File: config.mk
export PLATFORM = sky130hd
export DESIGN_NAME = id_ex_debug_stage
export DESIGN_NICKNAME = d
export VERILOG_FILES = /design/src/rtl/id_ex_debug_stage.sv
export SDC_FILE = /design/constraint.sdc
export NUM_CORES = 1
export LEC_CHECK = 0
export CORE_MARGIN = 3
export CORE_UTILIZATION = 35
export CTS_CLUSTER_DIAMETER = 40
export DETAILED_ROUTE_END_ITERATION = 10
export SYNTH_ARGS = -nofsm -noshare
export SYNTH_HDL_FRONTEND = slang
export SYNTH_SLANG_ARGS = --single-unit
File: constraint.sdc
create_clock -name clk -period 7.3 [get_ports clk]
set_input_delay 1.46 -clock clk [delete_from_list [all_inputs] [get_ports clk]]
set_output_delay 1.46 -clock clk [all_outputs]
set_load 0.02 [all_outputs]
File: src/rtl/id_ex_debug_stage.sv
// ID/EX pipeline register for the 5-stage MIPS core, with load-use bubble insertion
// and a programmable multi-entry breakpoint unit driven by a RUN/HALT/STEP debug FSM.
module id_ex_debug_stage #(
    parameter int ADDR_W      = 32,
    parameter int CTRL_W      = 20,
    parameter int MEMREAD_BIT = 0,
    parameter int NUM_BP      = 4,
    parameter int BP_IDX_W    = 2,
    parameter int CNT_W       = 16
) (
    input  logic                clk,
    input  logic                rst_n,
    input  logic [31:0]         if_id_instruction,
    input  logic [ADDR_W-1:0]   if_id_pc_next,
    input  logic [CTRL_W-1:0]   ctrl_in,
    input  logic                flush_id,
    input  logic                bp_wr_en,
    input  logic [BP_IDX_W-1:0] bp_wr_idx,
    input  logic [ADDR_W-1:0]   bp_wr_addr,
    input  logic                bp_wr_valid,
    input  logic                continue_sig,
    input  logic                step_mode,
    output logic [4:0]          id_ex_rs,
    output logic [4:0]          id_ex_rt,
    output logic [4:0]          id_ex_rd,
    output logic [4:0]          id_ex_shamt,
    output logic [31:0]         id_ex_imm_sign_extended,
    output logic [ADDR_W-1:0]   id_ex_pc_next,
    output logic [CTRL_W-1:0]   id_ex_ctrl,
    output logic                stall,
    output logic                stall_breakpoint,
    output logic                halted,
    output logic [BP_IDX_W-1:0] bp_hit_idx,
    output logic [CNT_W-1:0]    bubble_count
);

    typedef enum logic [1:0] {
        ST_RUN  = 2'd0,
        ST_HALT = 2'd1,
        ST_STEP = 2'd2
    } state_t;

    state_t              state, state_nxt;
    logic                skip, skip_nxt;
    logic                continue_sig_q;
    logic                cont_edge;
    logic [NUM_BP-1:0]   bp_valid;
    logic [ADDR_W-1:0]   bp_addr [NUM_BP];
    logic [ADDR_W-1:0]   id_pc;
    logic                bp_match;
    logic [BP_IDX_W-1:0] bp_first;
    logic                do_issue;
    logic                hit_load;
    logic                unused_opcode;

    assign unused_opcode = ^if_id_instruction[31:26];

    assign stall = id_ex_ctrl[MEMREAD_BIT] && (id_ex_rt != 5'd0) &&
                   ((id_ex_rt == if_id_instruction[25:21]) ||
                    (id_ex_rt == if_id_instruction[20:16]));

    assign cont_edge = continue_sig && !continue_sig_q;

    // Scan from the top down so the lowest matching entry wins.
    always_comb begin
        // NOTE: every output of this block gets a default first so no latch is inferred.
        id_pc    = if_id_pc_next - ADDR_W'(4);
        bp_match = 1'b0;
        bp_first = '0;
        for (int i = NUM_BP - 1; i >= 0; i--) begin
            if (bp_valid[i] && (bp_addr[i] == id_pc)) begin
                bp_match = 1'b1;
                bp_first = BP_IDX_W'(i);
            end
        end
    end

    assign stall_breakpoint = (state == ST_HALT) ||
                              ((state == ST_RUN) && bp_match && !skip);

    always_comb begin
        state_nxt = state;
        skip_nxt  = skip;
        do_issue  = 1'b0;
        hit_load  = 1'b0;
        unique case (state)
            ST_RUN: begin
                if (flush_id || stall) begin
                    do_issue = 1'b0;
                end else if (bp_match && !skip) begin
                    state_nxt = ST_HALT;
                    hit_load  = 1'b1;
                end else begin
                    do_issue = 1'b1;
                    skip_nxt = 1'b0;
                end
            end
            ST_HALT: begin
                // Keep the reported entry current if the held instruction is a breakpoint.
                hit_load = bp_match;
                if (!flush_id && cont_edge) begin
                    skip_nxt  = 1'b1;
                    state_nxt = step_mode ? ST_STEP : ST_RUN;
                end
            end
            ST_STEP: begin
                if (!flush_id && !stall) begin
                    do_issue  = 1'b1;
                    skip_nxt  = 1'b0;
                    state_nxt = ST_HALT;
                end
            end
            default: begin
                state_nxt = ST_RUN;
            end
        endcase
    end

    always_ff @(posedge clk or negedge rst_n) begin
        if (!rst_n) begin
            state          <= ST_RUN;
            skip           <= 1'b0;
            continue_sig_q <= 1'b0;
            halted         <= 1'b0;
            bp_hit_idx     <= '0;
            bubble_count   <= '0;
        end else begin
            // NOTE: sequential state uses non-blocking assignments so all flops update together.
            state          <= state_nxt;
            skip           <= skip_nxt;
            continue_sig_q <= continue_sig;
            halted         <= (state_nxt == ST_HALT);
            if (hit_load) begin
                bp_hit_idx <= bp_first;
            end
            if (!do_issue && (bubble_count != {CNT_W{1'b1}})) begin
                bubble_count <= bubble_count + CNT_W'(1);
            end
        end
    end

    // NOTE: the breakpoint table is small and must come up disabled, so it is reset like any flop.
    always_ff @(posedge clk or negedge rst_n) begin
        if (!rst_n) begin
            bp_valid <= '0;
            for (int i = 0; i < NUM_BP; i++) begin
                bp_addr[i] <= '0;
            end
        end else if (bp_wr_en) begin
            for (int i = 0; i < NUM_BP; i++) begin
                if (bp_wr_idx == BP_IDX_W'(i)) begin
                    bp_valid[i] <= bp_wr_valid;
                    bp_addr[i]  <= bp_wr_addr;
                end
            end
        end
    end

    always_ff @(posedge clk or negedge rst_n) begin
        if (!rst_n) begin
            id_ex_rs                <= '0;
            id_ex_rt                <= '0;
            id_ex_rd                <= '0;
            id_ex_shamt             <= '0;
            id_ex_imm_sign_extended <= '0;
            id_ex_pc_next           <= '0;
            id_ex_ctrl              <= '0;
        end else if (do_issue) begin
            id_ex_rs                <= if_id_instruction[25:21];
            id_ex_rt                <= if_id_instruction[20:16];
            id_ex_rd                <= if_id_instruction[15:11];
            id_ex_shamt             <= if_id_instruction[10:6];
            id_ex_imm_sign_extended <= {{16{if_id_instruction[15]}}, if_id_instruction[15:0]};
            id_ex_pc_next           <= if_id_pc_next;
            id_ex_ctrl              <= ctrl_in;
        end else begin
            id_ex_rs                <= '0;
            id_ex_rt                <= '0;
            id_ex_rd                <= '0;
            id_ex_shamt             <= '0;
            id_ex_imm_sign_extended <= '0;
            id_ex_pc_next           <= '0;
            id_ex_ctrl              <= '0;
        end
    end

endmodule

==> metrics.txt <==
Final Hold Slack a little over 0.5 ns; via count between 10000 and 15000; Buf/Inv on CP 6; nets 1583; Least-Margin Pin Slew 0.875 ns; First-pass DRT Iterations 5; Slowest-stage cell, CP or4_1; CP most frequent cell buf_4; gr busiest metal met2; Final min period around 7.0 ns; Final Setup Violations 0; most frequent cells in the layout 241 x clkdlybuf4s50_1, 233 x dfrtp_1, 136 x buf_4; min-delay worst type reg -> reg; ys flop type dfrtp_1; Core Footprint between 30000 and 40000 µm²; Cell Rows a little under 70; number of diodes 0; H-tree Lvls 2; Root Driver clkbuf_16; Detailed Place HPWL approximately 32000 µm; crit path cell chain clkdlybuf4s50_1 > buf_4 > buf_4 > or4_1 > nor4_2 > buf_4 > nand4_1 > buf_4 > a32o_1 > a21oi_1 > nand4_1 > or4_1 > a41oi_2 > nor2_1 > nor2_1 > clkbuf_2; leakage power ~0.0072 µW; TNS Setup 0 ns; status finished clean; Vias per Instance roughly 5.2; final-report hold violation count 0; Initial DRC Count roughly 680; CTS buffer count 36; Slew HR 0.415; Mapped Avg Cell Area about 11 µm²; Finished Core Util 0.498; Starting Density 0.357; ys async rst share 1.00; crit-path max FO 13; most common cell after layout, fill and taps aside clkdlybuf4s50_1; DRC viols 0; Final Cycle Share 0.966; Clock transition at path regs approximately 0.06 ns; Synth Cell Area between 10000 and 15000 µm²; Vert. Die Dim roughly 190 µm; Synth area leaders dfrtp_1 47%, mux2_2 12%, xnor2_1 6.3%, xor2_1 4.5%, and2_1 3.9%; CTS Buffer Depth 3; GRT met1 Usage 0.314; maximum vdd drop ~0.00019 V; PwrDens 248 nW/µm²; Ports 250; layout cell share with drive strength beyond 1 0.244; synth-to-layout area growth 39.4%; register bit count reported by yosys 233; die area roughly 38000 µm²; EDFF count, synth 0; antenna violations before repair 2; CP delay by family, top simple AND/OR/NAND/NOR gates; CP peak stage delay ~0.63 ns; grt met3 use 0.0366; Layout Skew approximately 0.011 ns; GRT Residual Overflow 0; Slew Limit Fails 0; crit start category input port; # Max-Cap Violations 0; top cell type's share of synthesized area 0.469; CP endpoint kind primary output; WL/cell between 20 and 25 µm; clk sink count between 200 and 250; vias in the first global route 10200; RSZ-0062 raised after global routing false; Total Routing Usage GR 0.218; sequential element share of the synthesized area 0.469; Cell variety after synth 74; Placer Congestion ~0.97; CTS tree done; cts hold-fix bufs 0; post-route ant nets 0; drt total wl around 42000 µm; Clk Latency, worst-skew pair roughly 0.51 ns; Cells after Synth between 1000 and 1500; global-route wire length before repair between 60000 and 70000 µm; total number of yosys warnings 0; syn_nets ~1300; M2 GR Usage 0.346; Required @ worst endpoint slightly below 6 ns; largest net degree at the start of global routing about 130; Setup CP Type in -> out; Die Width about 200 µm; WP data arrival roughly 5.6 ns; fmax about 0.14 GHz; dominant cell type by area after synthesis dfrtp_1; # port buffers ~240
logic make-up after synthesis:
family          count (synthesis)  synth area share
buf+inv                       117            0.0457
fa+ha+maj                       3           0.00282
mux                           133             0.120
xor+xnor                      160             0.120
flops                         233             0.469
simple gates                  343             0.163
compound gates                137            0.0796
registers in the layout, indices dropped and copies added (netlist names):
name,flops
bp_addr,128
bp_hit_idx,2
bp_valid,4
bubble_count,16
continue_sig_q,1
halted,1
id_ex_ctrl,20
id_ex_imm_sign_extended,16
id_ex_pc_next,32
id_ex_rs,5
id_ex_rt,5
skip,1
state,2
metrics by stage:
stage          power [µW]  area, µm²  instances  worst slack, ns
2_1_floorplan        2150      12400       1126            0.869
3_3_place_gp         2580      16100       1872           -0.280
3_5_place_dp         2590      16100       1872           -0.191
4_1_cts              4330      17300       1936            0.144
5_1_grt              4490      17300       1937           0.0939
6_report             4290      17300       1937            0.251
power by group:
group	leakage, µW	internal [µW]	switching [µW]
Sequential	0.00286	1480	179
Clock	0.000595	1100	612
Combinational	0.00373	484	435
layer usage:
layer  wire length [µm]  up-vias
met5                  0        -
met4                724        0
met3               2540       44
met2              19000      392
met1              19500     4950
li1                   -     4661
layout make-up:
type	count	area (µm²)
Timing Repair Buffer	382	3510
Sequential cell	233	5830
Fill cell	3164	17500
Clock buffer	44	972
Tap cell	455	569
Inverter	27	101
Clock inverter	20	239
Multi-Input combinational cell	776	6090
cell usage after synthesis (all sizes together), types with 7 or more instances:
cell	count
nand4	21
nand3	22
a21oi	22
nand2b	8
nor2	33
clkbuf	57
nor3	25
xor2	64
nor4	30
xnor2	91
dfrtp	233
mux2	130
and3	14
nor3b	14
nand2	46
and2	80
or3	10
a211oi	7
o2111ai	10
o21ai	27
inv	27
buf	33
or4	17
what timing repair did:
item	4_1_cts	5_1_grt
setup buffers	0	1
resized for setup	4	7
pin swaps	0	1
endpoints found under the setup margin	1	1
worst reg2reg max path, cell delays in order (launching register included):
cell      delay, ns
dfrtp_1        0.47
or3b_2         0.47
a32o_1         0.28
nor4b_1        0.37
nand4_1        0.19
nor4_1         0.27
buf_4          0.17
nand4_1        0.15
or4_1          0.60
a41oi_2        0.27
buf_4          0.16
a211oi_4       0.16
buf_4          0.24
nor2_1         0.17
mux2_2         0.35
worst paths after layout:
check,from,end,slack (ns),cells past startpoint
worst max-delay path,if_id_pc_next[10],stall_breakpoint,0.25,16
worst max register to register,bp_addr[101]$_DFFE_PN0P_,bubble_count[1]$_DFFE_PN0P_,2.86,14
worst min register to register,bubble_count[9]$_DFFE_PN0P_,bubble_count[9]$_DFFE_PN0P_,0.50,1
min in group asynchronous,rst_n,bp_addr[65]$_DFFE_PN0P_,0.98,1
max in group asynchronous,rst_n,id_ex_rt[4]$_DFF_PN0_,5.17,2
worst min-delay path,bubble_count[9]$_DFFE_PN0P_,bubble_count[9]$_DFFE_PN0P_,0.50,1
Power figures use the tool's default switching activity.
